===== src/rtl/cache_refill.sv =====
// rtl/cache_refill.sv - L1 miss line-refill engine: burst read, bank writes, critical word, tag write
module cache_refill #(
  parameter int ADDR_WIDTH   = 32,
  parameter int DATA_WIDTH   = 32,
  parameter int INDEX_WIDTH  = 8,
  parameter int OFFSET_WIDTH = 4,
  parameter int TAG_WIDTH    = ADDR_WIDTH - INDEX_WIDTH - OFFSET_WIDTH
) (
  input  logic                    clk,
  input  logic                    rst_n,
  input  logic                    miss_req_i,
  input  logic [ADDR_WIDTH-1:0]   miss_addr_i,
  output logic                    miss_ready_o,
  output logic                    mem_req_o,
  output logic [ADDR_WIDTH-1:0]   mem_addr_o,
  input  logic                    mem_ack_i,
  input  logic                    mem_rvalid_i,
  input  logic [DATA_WIDTH-1:0]   mem_rdata_i,
  input  logic                    mem_rlast_i,
  output logic [INDEX_WIDTH-1:0]  data_index_o,
  output logic [OFFSET_WIDTH-1:0] data_offset_o,
  output logic [3:0]              data_wr_en_o,
  output logic [4*DATA_WIDTH-1:0] data_wr_data_o,
  output logic                    tag_wr_o,
  output logic [INDEX_WIDTH-1:0]  tag_index_o,
  output logic [TAG_WIDTH-1:0]    tag_o,
  output logic                    crit_valid_o,
  output logic [DATA_WIDTH-1:0]   crit_data_o,
  output logic                    refill_done_o,
  output logic                    refill_err_o
);

  typedef enum logic [1:0] {IDLE, REQ, RECV, TAG} state_t;

  state_t                  state_q;
  logic [ADDR_WIDTH-1:0]   addr_q;
  logic [1:0]              cnt_q;
  logic                    crit_valid_q;
  logic [DATA_WIDTH-1:0]   crit_data_q;
  logic                    err_q;
  logic                    beat;

  assign beat = (state_q == RECV) && mem_rvalid_i;

  always_ff @(posedge clk or negedge rst_n) begin
    if (!rst_n) begin
      state_q      <= IDLE;
      addr_q       <= '0;
      cnt_q        <= '0;
      crit_valid_q <= 1'b0;
      crit_data_q  <= '0;
      err_q        <= 1'b0;
    end else begin
      crit_valid_q <= 1'b0;
      err_q        <= 1'b0;
      case (state_q)
        IDLE: begin
          if (miss_req_i) begin
            addr_q  <= miss_addr_i;
            cnt_q   <= '0;
            state_q <= REQ;
          end
        end
        REQ: begin
          if (mem_ack_i) state_q <= RECV;
        end
        RECV: begin
          if (mem_rvalid_i) begin
            cnt_q <= cnt_q + 2'd1;
            if (cnt_q == addr_q[3:2]) begin
              crit_data_q  <= mem_rdata_i;
              crit_valid_q <= 1'b1;
            end
            // A misplaced rlast is only flagged; the line is still filled from exactly 4 beats.
            if (mem_rlast_i != (cnt_q == 2'd3)) err_q <= 1'b1;
            if (cnt_q == 2'd3) state_q <= TAG;
          end
        end
        TAG: state_q <= IDLE;
        default: state_q <= IDLE;
      endcase
    end
  end

  assign miss_ready_o   = (state_q == IDLE);
  assign mem_req_o      = (state_q == REQ);
  assign mem_addr_o     = {addr_q[ADDR_WIDTH-1:OFFSET_WIDTH], {OFFSET_WIDTH{1'b0}}};

  // Bank write port is combinational so each beat lands in the array the cycle it arrives.
  assign data_index_o   = addr_q[OFFSET_WIDTH +: INDEX_WIDTH];
  assign data_offset_o  = {cnt_q, 2'b00};
  assign data_wr_en_o   = beat ? 4'hF : 4'h0;
  assign data_wr_data_o = beat ? {4{mem_rdata_i}} : '0;

  // Tag goes in only once every bank holds the new line.
  assign tag_wr_o       = (state_q == TAG);
  assign refill_done_o  = (state_q == TAG);
  assign tag_index_o    = addr_q[OFFSET_WIDTH +: INDEX_WIDTH];
  assign tag_o          = addr_q[ADDR_WIDTH-1 -: TAG_WIDTH];

  assign crit_valid_o   = crit_valid_q;
  assign crit_data_o    = crit_data_q;
  assign refill_err_o   = err_q;

endmodule


===== config.mk =====
export PLATFORM = sky130hd
export DESIGN_NAME = cache_refill
export DESIGN_NICKNAME = d
export VERILOG_FILES = /design/src/rtl/cache_refill.sv
export SDC_FILE = /design/constraint.sdc
export NUM_CORES = 1
export LEC_CHECK = 0
export ABC_AREA = 1
export CORE_AREA = 2 2 121 123
export DETAILED_ROUTE_END_ITERATION = 7
export DIE_AREA = 0 0 123 125
export GPL_ROUTABILITY_DRIVEN = 0
export PLACE_DENSITY = 0.71
export REMOVE_ABC_BUFFERS = 1
export SLEW_MARGIN = 20
export SYNTH_ARGS = -nofsm -noshare
export SYNTH_HDL_FRONTEND = slang
export SYNTH_SLANG_ARGS = --single-unit

===== constraint.sdc =====
create_clock -name clk -period 2 [get_ports clk]
set_clock_uncertainty 0.05 [all_clocks]
set_input_delay 0.3 -clock clk [delete_from_list [all_inputs] [get_ports clk]]
set_output_delay 0.3 -clock clk [all_outputs]
set_load 0.005 [all_outputs]

## Word-level counts from Yosys, hierarchy flattened

Index checks and enable logic that the tools add are counted.

- Reduce and logical (&&, ||, !) cells: 7
- Muxes and demuxes: 16
- Equality and inequality tests: 10
- $add $sub $neg: 1

Operators by type and width:

| kind | count |
|---|---|
| $mux W128 | 1 |
| $mux W2 | 6 |
| $pmux W2 S4 | 1 |
| $eq A2 B2 Y1 const B | 3 |
| $mux W1 | 6 |
| $reduce_and A3 Y1 | 2 |
| $mux W4 | 1 |
| $ne A2 B1 Y1 const B | 2 |
| $ne A2 B2 Y1 const B | 2 |
| $pmux W2 S2 | 1 |
| $reduce_and A4 Y1 | 1 |
| $add A2 B1 Y2 const B | 1 |
| $eq A2 B1 Y1 const B | 1 |
| $eq A2 B2 Y1 | 1 |
| $logic_not A2 Y1 | 1 |
| $reduce_and A2 Y1 | 1 |
| $reduce_bool A2 Y1 | 1 |
| $logic_and A1 B1 Y1 | 1 |
| $ne A1 B1 Y1 | 1 |

- Bits in registers: 70
- Word-level logic and storage cells: 40
- Input bits: 70
- Output and inout port bits: 242

## Depth between registers and ports, before layout

Gate-level depths: netlist of run 1.

- Depth after elaboration: 5
- Gate-level depth with buffers: 8
- Gate-level depth less buffers: 7

## Least setup slack after synthesis of run 1

Ideal clock, no wire load.

- Path kind: reg-to-output
- Start point: register state_q[0]
- End point: output port data_wr_data_o[100]
- Slack: 0.281 ns
- Data required time: 1.650 ns
- Path buffers: 2
- Arrival time: 1.369 ns
- Cell stages (with the launch flop): 7
- Cells stage by stage: dfrtp_1 inv_1 ha_1 nand2_1 clkbuf_1 nor2_1 buf_4

- Longest elaborated chain between the ends: 3

RTL lines:

| item | RTL line | source |
|---|---|---|
| start: declaration | 35 | `state_t state_q;` |
| start signal: assignment | 47 | `state_q <= IDLE;` |
| start signal: assignment | 61 | `state_q <= REQ;` |
| start signal: assignment | 65 | `if (mem_ack_i) state_q <= RECV;` |
| $eq A2 B2 Y1 | 43 | `assign beat = (state_q == RECV) && mem_rvalid_i;` |
| $logic_and A1 B1 Y1 | 43 |  |
| $mux W128 | 93 | `assign data_wr_data_o = beat ? {4{mem_rdata_i}} : '0;` |
| end: declaration | 23 | `output logic [4*DATA_WIDTH-1:0] data_wr_data_o,` |

No other way between the ends.

## Worst setup path in the final report of run 1

- Start point: register state_q[0]
- End point: output port data_wr_data_o[40]

Same word-level chain as after synthesis.

==> metrics.md, run 1 <==
| Metric | Value |
|---|---|
| Worst R2R End | `crit_data_o[13]` |
| Top cell by count, worst path | `buf_6` |
| Tcrit/Tclk final | `1.085` |
| Capturing element type of the critical path | `output port` |
| Clock Tree Buf Depth | `2` |
| Yosys Warn Count | `0` |
| Crit Reg-Reg Startpoint | `state_q[0]` |
| Internal Power | `6.588 mW` |
| FMAX | `approximately 0.46 GHz` |
| Max-slew violations | `0` |
| Number of max-cap violations | `0` |
| Final setup viols | `59` |
| First-pass GRT wire length | `between 20000 and 25000 µm` |
| Ratio of cells with drive above 1 in the final layout | `0.4040` |
| Layout overhead on the synthesized area | `61.81%` |
| Hold crit path type | `primary input to async pin` |
| Chip height | `~130 µm` |
| Fillers | `about 1300` |
| Detailed-route vias per instance | `between 4 and 5` |
| GRT overflow | `0` |
| GR Util met3 | `0.05109` |
| CTS H-tree depth | `3` |
| Worst setup path class | `flip-flop to output port` |
| Cell Chain, Critical Path | `inv_2 > ha_4 > nand2_8 > buf_16 > buf_8 > buf_6 > nor2_4 > buf_6 > buf_6` |
| Met2 Track Usage GR | `0.3139` |
| Drc violations | `0` |
| WL final | `between 10000 and 15000 µm` |
| 1st-pass router iterations | `4` |
| DRT iter0 DRCs | `around 140` |
| Chip Width | `around 120 µm` |
| GR met1 Demand/Resource | `0.1978` |
| Synth Cell Area | `~4400 µm²` |
| CP startpoint kind | `flip-flop` |
| Failing checks | `setup timing` |
| #FFs+latches synth | `slightly below 70` |
| Sw Share | `0.3380` |
| Top cell type by total area after synthesis | `dfrtp_1` |
| Pin count of the biggest net entering global routing | `between 40 and 50` |
| CTS tree | `done` |
| Total Die Area | `15380 µm²` |
| Tot GR Track Use | `0.1733` |
| Worst-path clk slew | `around 0.06 ns` |
| Crit path required time | `around 1.7 ns` |
| Clock Latency Late Sink | `between 0.3 and 0.4 ns` |
| Multi-input logic area | `between 1000 and 1500 µm²` |
| Register area | `about 1700 µm²` |
| Placement Rows | `44` |
| Inst Count DP | `between 800 and 900` |
| Total vias in the final route | `approximately 3700` |
| IO Count | `~310` |
| Ant. Diodes | `0` |
| Non-Filler Instances | `about 880` |
| Cell count after synthesis | `approximately 500` |
| Static Leak | `3.655 nW` |
| Worst R2R Path Depth | `10` |
| Initial antenna violation count | `0` |
| Synth async-reset ratio | `1.000` |
| Fin nets | `approximately 770` |
| I/O Buffers | `~300` |
| Clock share of power | `0.176` |
| Antenna Nets Post-Route | `0` |
| WHS | `between 0.3 and 0.4 ns` |
| CTS Buf Count | `9` |
| Sequential-to-total area share from yosys stat | `0.3867` |
| Post-detailed-route wirelength per cell | `~15 µm` |
| Mean Syn Cell Area | `roughly 9 µm²` |
| Slowest stage delay, CP | `between 0.3 and 0.4 ns` |
| DP Wirelength | `between 9000 and 10000 µm` |
| Core Area | `roughly 14000 µm²` |
| Status | `finished, violations left` |
| Power per cell area | `approximately 1400 nW/µm²` |
| Initial Utilization | `0.3098` |
| Yosys cell types | `19` |
| Combinational share of power | `0.570` |
| Sink Count | `68` |
| Unrepaired setup endpoints after global routing | `yes` |
| Crit path max fanout | `5` |
| Top cell type's share of synthesized area | `0.3867` |
| Synth top area cells | `dfrtp_1, buf_4, mux2_2, nand2_1, nand4_1` |
| Number of synthesized flops with an enable pin | `0` |
| Critical path data arrival time | `1.82 ns` |
| Maximum VDD drop | `around 860 µV` |
| Ys flop type | `dfrtp_1` |
| Final Hold Vio Count | `0` |
| Post-route setup slack | `-0.1696 ns` |
| Reg2reg setup slack | `0.11 ns` |
| CP max stage cell | `dfrtp_1` |
| Psw | `3.364 mW` |
| Global routing's busiest layer | `met2` |
| CTS Root Cell | `clkbuf_16` |
| Period minus WS final | `about 2.2 ns` |
| Seq pwr share | `0.254` |
| Vias in the first global route | `between 3000 and 4000` |
-- cells in the final DEF, fill, tap and decap left out, types with 6 or more instances in the layout --
master,instances
buf_12,9
nand4_1,32
clkbuf_16,9
dfrtp_1,68
mux2_2,29
buf_6,39
conb_1,6
buf_2,100
nand2_1,77
clkbuf_2,18
buf_8,7
inv_1,41
clkdlybuf4s50_1,166
nor2_4,32
buf_4,18
-- sequential cells by signal, summed over array words and instances, names as in the netlist --
signal and flops:
refill_err_o 1, cnt_q 2, state_q 2, addr_q 30
crit_data_o 32, crit_valid_o 1
-- cell families (layout without fill, tap and decap cells) --
logic type,after synthesis,in the layout,share of synthesized area
AO/OA/AOI/OAI,8,8,0.009667
XOR/XNOR,1,1,0.006256
flip-flops,68,68,0.3867
other,1,6,0.0008522
AND/OR/NAND/NOR,149,149,0.1493
buffers and inverters,233,425,0.3531
adder cells (fa/ha/maj),7,7,0.01990
multiplexers,29,29,0.07421
-- worst max path at each step --
stage | startpoint | endpoint | depth (start not counted) | slack, ns
floorplan | state_q[0] | crit_data_o[0] | 7 | -0.32
global placement | mem_rvalid_i | data_wr_data_o[39] | 5 | -0.25
detailed placement | mem_rvalid_i | data_wr_data_o[48] | 5 | -0.29
CTS | state_q[0] | data_wr_data_o[40] | 9 | -0.19
global route | state_q[0] | data_wr_data_o[40] | 9 | -0.25
finish | state_q[0] | data_wr_data_o[40] | 9 | -0.17
-- critical path: cells and delay by family, from the launching register on --
family        cells  cell delay (ns)
fa+ha+maj         1             0.18
buf+inv           6             0.69
simple gates      2             0.21
flops             1             0.39
-- area by class of cell --
cell class,count,share of cell area
repair buffers,365,0.4560
inverters,44,0.02390
flip-flops and latches,68,0.2390
well taps,184,0.03233
clock inverters,6,0.01335
clock buffers,10,0.03356
multi-input cells,200,0.2019
-- through the flow --
step	area, µm²	setup slack (ns)	utilization	power, mW	TNS [ns]
2_1_floorplan	3030	-0.3222	-	4.039	-10.32
3_3_place_gp	6496	-0.2464	0.4574	7.611	-23.44
3_5_place_dp	6496	-0.2886	0.4574	7.731	-28.34
4_1_cts	7072	-0.1944	0.4979	9.970	-7.226
5_1_grt	7121	-0.2468	0.5013	10.65	-14.13
6_report	7121	-0.1696	0.5013	9.952	-4.515
-- per-layer routing --
layer,wire [µm],part of all wire,vias up
li1,-,-,1766
met1,5031,0.38,1797
met2,7222,0.54,161
met3,1017,0.076,13
met4,135,0.010,0
met5,0,0,-
-- what timing repair did --
item,4_1_cts,5_1_grt
hold buffers,1,0
cloned,3,0
pin swaps,12,14
endpoints found under the hold margin,27,0
setup buffers,33,10
resized for setup,562,70
setup endpoints to repair,134,132
-- synth_stat cells (3+ instances only) --
cell type  instances
buf_6              3
a21oi_1            3
dfrtp_1           68
ha_1               7
o21ai_0            4
clkbuf_1           3
buf_2             12
buf_4            171
nor2_1            35
nand3_1            3
nand2_1           78
mux2_2            29
nand4_1           32
inv_1             43
-- power by group through the flow --
stage / clock network, mW / registers, mW / logic [mW]
2_1_floorplan: 0 / 2.60 / 1.44
3_3_place_gp: 0 / 2.51 / 5.10
3_5_place_dp: 0 / 2.55 / 5.18
4_1_cts: 1.82 / 2.54 / 5.61
5_1_grt: 1.88 / 2.64 / 6.13
6_report: 1.75 / 2.53 / 5.67
Power figures use the tool's default switching activity.
==> run 2, diff against run 1 <==
--- a/config.mk
+++ b/config.mk
@@ -10,6 +10,7 @@
 export DETAILED_ROUTE_END_ITERATION = 7
 export DIE_AREA = 0 0 123 125
 export GPL_ROUTABILITY_DRIVEN = 0
+export GPL_TIMING_DRIVEN = 0
 export PLACE_DENSITY = 0.71
 export REMOVE_ABC_BUFFERS = 1
 export SLEW_MARGIN = 20
==> metrics.md, run 2 (synthesis gave the netlist of run 1 again) <==
| Metric | Value |
|---|---|
| Worst-path clk slew | `0.06 ns (about the same)` |
| WL final | `15130 µm (was 13410 µm)` |
| FMAX | `0.4731 GHz (was 0.4609 GHz)` |
| I/O Buffers | `303 (unchanged)` |
| Placement Rows | `44 (unchanged)` |
| DRT iter0 DRCs | `100 (was 136)` |
| Fillers | `1287 (was 1306)` |
| Sw Share | `0.3586 (was 0.3380)` |
| Number of max-cap violations | `0 (unchanged)` |
| Worst setup path class | `flip-flop to output port (unchanged)` |
| Chip Width | `123 µm (unchanged)` |
| Period minus WS final | `2.114 ns (was 2.170 ns)` |
| Combinational share of power | `0.578 (was 0.570)` |
| Commonest non-fill, non-tap cell in the layout | `clkdlybuf4s50_1 (unchanged)` |
| Ant. Diodes | `0 (unchanged)` |
| Sink Count | `68 (unchanged)` |
| Layout overhead on the synthesized area | `66.28% (was 61.81%)` |
| Crit path max fanout | `5 (unchanged)` |
| Final setup viols | `50 (was 59)` |
| Critical path data arrival time | `1.76 ns (was 1.82 ns)` |
| TNS Setup | `-2.594 ns (was -4.515 ns)` |
| Antenna Nets Post-Route | `0 (unchanged)` |
| Psw | `3.677 mW (was 3.364 mW)` |
| Pre-CTS setup slack | `-1.054 ns (was -0.2886 ns)` |
| 1st-pass router iterations | `6 (was 4)` |
| Clock Latency Late Sink | `0.34 ns (about the same)` |
| Final Cell Area | `7317 µm² (was 7121 µm²)` |
| Total Die Area | `15380 µm² (unchanged)` |
| CTS H-tree depth | `3 (unchanged)` |
| Slew @ Worst Pin | `0.7015 ns` |
| Post-route setup slack | `-0.1138 ns (was -0.1696 ns)` |
| Initial antenna violation count | `0 (unchanged)` |
| Core Area | `14200 µm² (unchanged)` |
| Initial Utilization | `0.3098 (unchanged)` |
| Ratio of cells with drive above 1 in the final layout | `0.4043 (was 0.4040)` |
| Max-slew violations | `0 (unchanged)` |
| Power per cell area | `1401 nW/µm² (was 1398 nW/µm²)` |
| Status | `finished, violations left (unchanged)` |
| CTS Buf Count | `9 (unchanged)` |
| Pin count of the biggest net entering global routing | `40 (was 42)` |
| Max_slew headroom | `0.5323` |
| Static Leak | `3.601 nW (was 3.655 nW)` |
| CTS Root Cell | `clkbuf_16 (unchanged)` |
| Internal Power | `6.577 mW (was 6.588 mW)` |
| DP Wirelength | `8758 µm (was 9255 µm)` |
| CP startpoint kind | `flip-flop (unchanged)` |
| Drc violations | `0 (unchanged)` |
| GRT overflow | `0 (unchanged)` |
| Total vias in the final route | `3838 (was 3737)` |
| Register area | `1704 µm² (was 1702 µm²)` |
| Largest register FFs | `32 (unchanged)` |
| Clock share of power | `0.170 (was 0.176)` |
| Vias in the first global route | `3859 (was 3732)` |
| First-pass GRT wire length | `22260 µm (was 20520 µm)` |
| Maximum VDD drop | `773.4 µV (was 856.8 µV)` |
| Tcrit/Tclk final | `1.057 (was 1.085)` |
| Tot GR Track Use | `0.1916 (was 0.1733)` |
| Multi-input logic area | `1545 µm² (was 1438 µm²)` |
| Clock Tree Buf Depth | `2 (unchanged)` |
| Seq pwr share | `0.252 (was 0.254)` |
| Fin nets | `767 (was 765)` |
| Hold crit path type | `primary input to async pin (unchanged)` |
| Crit Reg-Reg Startpoint | `state_q[0] (unchanged)` |
| Chip height | `125 µm (unchanged)` |
| Placed cell area | `6319 µm² (was 6496 µm²)` |
| Most frequent cells in the layout | `clkdlybuf4s50_1, nand2_1, dfrtp_1, buf_6, buf_2 (was clkdlybuf4s50_1, buf_2, nand2_1, dfrtp_1, inv_1)` |
| Detailed-route vias per instance | `4.366 (was 4.261)` |
| Crit path required time | `1.65 ns (about the same)` |
| Final Hold Vio Count | `0 (unchanged)` |
| CP Launch Point | `state_q[0] (unchanged)` |
| Unrepaired setup endpoints after global routing | `yes (unchanged)` |
| IO Count | `312 (unchanged)` |
| CTS tree | `done (unchanged)` |
| Post-detailed-route wirelength per cell | `17.22 µm (was 15.29 µm)` |
| Capturing element type of the critical path | `output port (unchanged)` |
| Failing checks | `setup timing (unchanged)` |
-- run 2: cell count changes in the layout (fill, tap and decap cells not counted), moves of 3 or more --
cell and delta:
buf_2 -46, buf_6 +24, buf_8 -5, clkbuf_2 +19, clkdlybuf4s15_1 +5, clkinv_4 -3
-- run 2: final timing paths --
path,to,slack (ns),cells after the start
min reg2reg,crit_data_o[14],0.42,2
min,cnt_q[0],0.41,2
max in group asynchronous,crit_data_o[5],0.92,3
max reg2reg,crit_data_o[30],0.13,10
max,data_wr_data_o[112],-0.11,9
min in group clk,crit_data_o[14],0.42,2
-- run 2: critical path, cell delays in order, from the launching register on --
cell,delay (ns)
dfrtp_1,0.40
inv_2,0.09
ha_4,0.18
nand2_8,0.09
buf_16,0.17
buf_12,0.12
nor2_4,0.09
buf_6,0.12
buf_6,0.09
buf_6,0.08
-- run 2: area by class of cell --
type                       count  share of cell area
timing repair buffer         362              0.4543
clock buffer                   9             0.03078
tap                          184             0.03146
clock inverter                 7             0.01334
sequential                    68              0.2329
inverter                      44             0.02479
timing repair inverter         1            0.001197
multi-input combinational    204              0.2112
-- run 2: timing repair --
action / 4_1_cts / 5_1_grt
endpoints found under the hold margin: 29 / 0
gates resized for setup: 526 / 123
hold buffers: 1 / 0
setup buffers: 57 / 16
endpoints found under the setup margin: 165 / 132
gates cloned: 6 / 0
pin swaps: 23 / 26
-- run 2: power groups by stage --
stage / Combinational [mW] / Sequential, mW / Clock [mW]
6_report: 5.93 / 2.58 / 1.74
5_1_grt: 6.35 / 2.67 / 1.88
4_1_cts: 5.91 / 2.57 / 1.80
3_3_place_gp: 4.88 / 2.52 / 0
2_1_floorplan: 1.44 / 2.60 / 0
3_5_place_dp: 4.97 / 2.57 / 0
-- run 2: routing by layer --
layer	vias up	wire (µm)	GRT usage
met2	184	8145	0.3448
met4	0	220	0.06484
li1	1783	-	-
met1	1855	5627	0.2202
met5	-	0	0
met3	16	1140	0.04425
-- run 2: per-stage QoR --
stage / cells / hold WS, ns / util / power, mW
floorplan: 312 / -0.04559 / - / 4.039
global placement: 799 / 0.4049 / 0.4431 / 7.407
detailed placement: 800 / 0.2200 / 0.4449 / 7.538
CTS: 878 / 0.4166 / 0.5226 / 10.28
global route: 879 / 0.4354 / 0.5152 / 10.90
finish: 879 / 0.4093 / 0.5152 / 10.25
